File: src/rtl/result_digit_serializer.sv
// rtl/result_digit_serializer.sv - binary to BCD double-dabble converter emitting decimal digits MSD first
// Optional macro ZERO_PAD_EN: emit every digit including leading zeros instead of suppressing them.
module result_digit_serializer #(
  parameter int DATA_W     = 16,
  parameter int NUM_DIGITS = 5
) (
  input  logic              clk,
  input  logic              rst,
  input  logic              start_i,
  input  logic [DATA_W-1:0] value_i,
  output logic              busy_o,
  output logic [7:0]        digit_o,
  output logic              digit_valid_o,
  input  logic              digit_ready_i,
  output logic              last_o,
  output logic              done_o
);

  localparam int BCD_W = 4 * NUM_DIGITS;
  localparam int CNT_W = $clog2(DATA_W + 1);
  localparam int IDX_W = (NUM_DIGITS > 1) ? $clog2(NUM_DIGITS) : 1;

  localparam logic [CNT_W-1:0] LAST_SHIFT = CNT_W'(DATA_W - 1);
  localparam logic [IDX_W-1:0] TOP_IDX    = IDX_W'(NUM_DIGITS - 1);

  localparam logic [1:0] S_IDLE    = 2'd0;
  localparam logic [1:0] S_CONVERT = 2'd1;
  localparam logic [1:0] S_EMIT    = 2'd2;
  localparam logic [1:0] S_DONE    = 2'd3;

`ifdef ZERO_PAD_EN
  localparam logic ZERO_PAD = 1'b1;
`else
  localparam logic ZERO_PAD = 1'b0;
`endif

  logic [1:0]        state_q,   state_d;
  logic [DATA_W-1:0] shift_q,   shift_d;
  logic [BCD_W-1:0]  bcd_q,     bcd_d;
  logic [CNT_W-1:0]  bit_cnt_q, bit_cnt_d;
  logic [IDX_W-1:0]  idx_q,     idx_d;
  logic              seen_q,    seen_d;

  logic [BCD_W-1:0]  bcd_adj;
  logic [3:0]        cur_nibble;
  logic              skip_digit;
  logic              emit_valid;
  logic              xfer;

  always_comb begin
    cur_nibble = 4'd0;
    for (int i = 0; i < NUM_DIGITS; i++) begin
      if (idx_q == IDX_W'(i)) cur_nibble = bcd_q[4*i +: 4];
    end
  end

  // Add-3 is applied per nibble independently; a corrected nibble never exceeds 12, so no carry.
  always_comb begin
    bcd_adj = bcd_q;
    for (int i = 0; i < NUM_DIGITS; i++) begin
      if (bcd_q[4*i +: 4] >= 4'd5) bcd_adj[4*i +: 4] = bcd_q[4*i +: 4] + 4'd3;
    end
  end

  // With zero padding seen_q starts set, so skips never occur.
  always_comb begin
    skip_digit = !seen_q && (idx_q != '0) && (cur_nibble == 4'd0);
    emit_valid = (state_q == S_EMIT) && !skip_digit;
    xfer       = emit_valid && digit_ready_i;
  end

  always_comb begin
    state_d   = state_q;
    shift_d   = shift_q;
    bcd_d     = bcd_q;
    bit_cnt_d = bit_cnt_q;
    idx_d     = idx_q;
    seen_d    = seen_q;
    case (state_q)
      S_IDLE: begin
        if (start_i) begin
          shift_d   = value_i;
          bcd_d     = '0;
          bit_cnt_d = '0;
          idx_d     = TOP_IDX;
          seen_d    = ZERO_PAD;
          state_d   = S_CONVERT;
        end
      end
      S_CONVERT: begin
        bcd_d     = {bcd_adj[BCD_W-2:0], shift_q[DATA_W-1]};
        shift_d   = {shift_q[DATA_W-2:0], 1'b0};
        bit_cnt_d = bit_cnt_q + CNT_W'(1);
        if (bit_cnt_q == LAST_SHIFT) begin
          idx_d   = TOP_IDX;
          state_d = S_EMIT;
        end
      end
      S_EMIT: begin
        if (skip_digit) begin
          idx_d = idx_q - IDX_W'(1);
        end else if (xfer) begin
          seen_d = 1'b1;
          if (idx_q == '0) state_d = S_DONE;
          else             idx_d   = idx_q - IDX_W'(1);
        end
      end
      default: begin
        state_d = S_IDLE;
      end
    endcase
  end

  always_ff @(posedge clk) begin
    if (rst) begin
      state_q   <= S_IDLE;
      shift_q   <= '0;
      bcd_q     <= '0;
      bit_cnt_q <= '0;
      idx_q     <= '0;
      seen_q    <= 1'b0;
    end else begin
      state_q   <= state_d;
      shift_q   <= shift_d;
      bcd_q     <= bcd_d;
      bit_cnt_q <= bit_cnt_d;
      idx_q     <= idx_d;
      seen_q    <= seen_d;
    end
  end

  // Outputs depend only on registered state, never on digit_ready_i.
  assign busy_o        = (state_q != S_IDLE);
  assign digit_valid_o = emit_valid;
  assign digit_o       = emit_valid ? {4'b0000, cur_nibble} : 8'd0;
  assign last_o        = emit_valid && (idx_q == '0);
  assign done_o        = (state_q == S_DONE);

endmodule
File: config.mk
export PLATFORM = sky130hd
export DESIGN_NAME = result_digit_serializer
export DESIGN_NICKNAME = d
export VERILOG_FILES = /design/src/rtl/result_digit_serializer.sv
export SDC_FILE = /design/constraint.sdc
export NUM_CORES = 1
export LEC_CHECK = 0
export BUFFER_PORTS_ARGS = -buffer_cell sky130_fd_sc_hd__buf_2
export CAP_MARGIN = 20
export CORE_MARGIN = 2
export CORE_UTILIZATION = 53
export DETAILED_ROUTE_END_ITERATION = 6
export PLACE_DENSITY = 0.76
export SLEW_MARGIN = 20
export SYNTH_ARGS = -nofsm -noshare
export SYNTH_HDL_FRONTEND = slang
export SYNTH_SLANG_ARGS = --single-unit
File: constraint.sdc
create_clock -name clk -period 2.06 [get_ports clk]
set_clock_uncertainty 0.05 [all_clocks]
set_input_delay 0 -clock clk [delete_from_list [all_inputs] [get_ports clk]]
set_output_delay 0 -clock clk [all_outputs]
set_load 0.05 [all_outputs]
==> out/metrics.cfg <==
[critical_path]
path_buf_inv = 3
crit_fanout = 6
worstPathRequired_ns = 2.01
timing.critical_path.to_type = output port
worst-r2r-setup-slack_ns = -0.27
timing.critical_path.from_type = flop
largest_delay_contributor_family_on_the_critical_path = compound AO/OA/AOI/OAI gates
crit_chain = inv_4 > ha_4 > nand3_1 > o21ai_2 > a2111oi_4 > nand4_1 > buf_4 > and2_4 > buf_8
critPathMaxStageDelay_ns = 0.42
worst_ep_arrival_time_ns = 2.29
critical-path-slowest-cell = sky130_fd_sc_hd__a2111oi_4
crit_type = flop to output port

[place]
pre_cts_slack_ns = -0.2273
post_dp_cell_area_um2 = 3153
post-place-cells = 439
portBuffers = 27
detailed_place_hpwl_mm = 4.335
gpl.final_weighted_congestion = 0.8474

[global_routing]
first_global_vias = 2556
antenna_found_initial = 0
overflow = 0
global_route.usage.total = 0.2455
grt_pass1_wl_mm = 11.93
grt_start_max_net_pins = 35

[sta]
fin_tns_setup_ns = -0.9681
hold_slack_ns = 0.01125
grt_setup_unrepaired = yes
fin_crit_sh = 1.136
report.final.hold_viol_count = 0
final_critical_path_setup_slack_ns = -0.2799
setup-violations-final = 6
final_max_tran_viols = 0
worst_slew_margin_rel = 0.6465
fin_crit_ns = 2.340
tightest_slew_ns = 0.5303
max_clock_freq_ghz = 0.4274

[yosys]
synth-edff-count = 0
post_synth.cell_area_avg_um2 = 8.332
synth-seq-cells = 47
share_of_flip_flops_with_an_asynchronous_set_or_reset_after_synthesis = 0
syn-cell-area_um2 = 2833
synthFlopType = sky130_fd_sc_hd__dfxtp_1
synth_warnings = 0
syn_inst = 340
synth_sequential_area_ratio = 0.3322
synth.distinct_cells = 44

[final_layout]
stdcell_area_um2 = 3704
most_frequent_cells_in_the_layout = sky130_fd_sc_hd__nor2_1, sky130_fd_sc_hd__dfxtp_1, sky130_fd_sc_hd__buf_4
antenna_cells = 0
flow.area_growth_from_synthesis_pct = 30.74
postLayoutCoreUtil = 0.7205
final_net_count = 444
instances_no_fill = 474
layout_commonest_cell = sky130_fd_sc_hd__nor2_1
share_of_cells_above_drive_strength_1 = 0.2574

[route]
ant_nets = 0
num_vias = 2679
detailroute.wirelength.met2_mm = 3.715
first_pass_iters = 4
drc_violations_left = 0
detail_route.wirelength_mm = 7.237
top_layer_used = met4
detail_route.vias_per_cell = 5.652
routedLengthMet1_mm = 3.055
drtIter0Drc = 119
wl_per_cell_um = 15.27
met3_length_um = 269

[die]
placement_rows = 26
die_x_um = 77.11
die-area_um2 = 5945
die-height_um = 77.11
initial_utilization = 0.5511
design.core.area_um2 = 5140
pin_count = 32

[clocking]
clock_insertion_delay_worst_skew_ns = 0.31
cts_tree = yes
max_buffers_root_to_sink = 2
cts.sinks = 47
cts_root_buffer = sky130_fd_sc_hd__clkbuf_8
cts_max_level = 2
clock_transition_time_at_the_flip_flop_clock_pins_of_the_worst_setup_and_hold_paths_ns = 0.09
cts_made_buffers = 5

[status]
violated_checks = setup timing
status = finished, violations left

[power]
finalPower_mw = 3.793
p_per_area_nw_per_um2 = 1024
p_leak_nw = 1.419
max-vdd-ir-drop_v = 0.0006782

[min_path]
hold_path.class = input pin to flop

[job]
drv_cap = 0

[worst paths after layout]
kind,startpoint,endpoint,depth (start not counted)
setup / recovery,idx_q[1]$_SDFFE_PP0P_,digit_valid_o,9
hold / removal,value_i[12],shift_q[12]$_SDFFE_PP0P_,3
setup reg to reg,idx_q[1]$_SDFFE_PP0P_,idx_q[1]$_SDFFE_PP0P_,9
hold reg to reg,shift_q[4]$_SDFFE_PP0P_,shift_q[4]$_SDFFE_PP0P_,2
[synth_stat cells, types with 7 or more instances]
master                      n  area (um^2)
sky130_fd_sc_hd__nor2_1    48        180.2
sky130_fd_sc_hd__dfxtp_1   47        940.9
sky130_fd_sc_hd__inv_1     23        86.33
sky130_fd_sc_hd__ha_1      21        262.8
sky130_fd_sc_hd__mux2i_1   20        200.2
sky130_fd_sc_hd__a211oi_1  18        135.1
sky130_fd_sc_hd__a21oi_1   18        90.09
sky130_fd_sc_hd__nand2_1   17        63.81
sky130_fd_sc_hd__clkbuf_1  16        60.06
sky130_fd_sc_hd__o21ai_0   16        80.08
sky130_fd_sc_hd__a22oi_1   14        105.1
sky130_fd_sc_hd__nand2b_1   7        43.79
sky130_fd_sc_hd__nor3_1     7        35.03
[layout make-up]
type | instances | area (um^2)
tap | 70 | 87.58
multi-input combinational | 249 | 1874
clock buffer | 6 | 82.58
clock inverter | 2 | 16.27
timing repair buffer | 77 | 601.8
sequential | 47 | 949.7
fill | 386 | 1436
inverter | 23 | 91.34
[routing by layer]
layer | track usage | vias up
met1 | 0.2991 | 1278
met2 | 0.4333 | 60
met3 | 0.04353 | 23
met5 | 0 | -
met4 | 0.08750 | 0
li1 | - | 1318
[power breakdown]
part	internal [mW]	switching [mW]	total, mW
combinational	0.834	1.13	1.96
sequential	1.09	0.143	1.23
clock	0.274	0.325	0.600
[worst register-to-register path, stage by stage, from the launching register on]
cell and delay (ns):
sky130_fd_sc_hd__dfxtp_4 0.41, sky130_fd_sc_hd__inv_4 0.06, sky130_fd_sc_hd__ha_4 0.18, sky130_fd_sc_hd__nand3_1 0.10, sky130_fd_sc_hd__o21ai_2 0.10, sky130_fd_sc_hd__a2111oi_4 0.42, sky130_fd_sc_hd__nand4_1 0.21, sky130_fd_sc_hd__buf_4 0.19
sky130_fd_sc_hd__a31oi_1 0.17, sky130_fd_sc_hd__mux2_1 0.33
[repair_timing]
| item | 4_1_cts | 5_1_grt |
|---|---|---|
| pin swaps | 14 | 5 |
| setup buffers | 6 | 5 |
| hold endpoints to repair | 15 | 0 |
| hold buffers | 16 | 0 |
| gates resized for setup | 34 | 13 |
| setup endpoints to repair | 11 | 10 |
[cells by family (layout without fill, tap and decap cells)]
group | after synthesis | count (layout) | share of synthesized area
and+or+nand+nor | 107 | 107 | 0.1811
adders and majority gates | 21 | 21 | 0.09276
buffers and inverters | 47 | 108 | 0.07332
muxes | 21 | 21 | 0.07465
other | 1 | 4 | 0.001324
DFF | 47 | 47 | 0.3322
AOI/OAI and AO/OA | 87 | 87 | 0.2169
xor gates and xnor gates | 9 | 9 | 0.02783
[state kept, by name, summed over array words and instances, names as in the netlist]
| signal | cells |
|---|---|
| bit_cnt_q | 5 |
| seen_q | 1 |
| bcd_q | 20 |
| shift_q | 16 |
| state_q | 2 |
| idx_q | 3 |
Note: power is estimated with default switching activity, not from simulation.
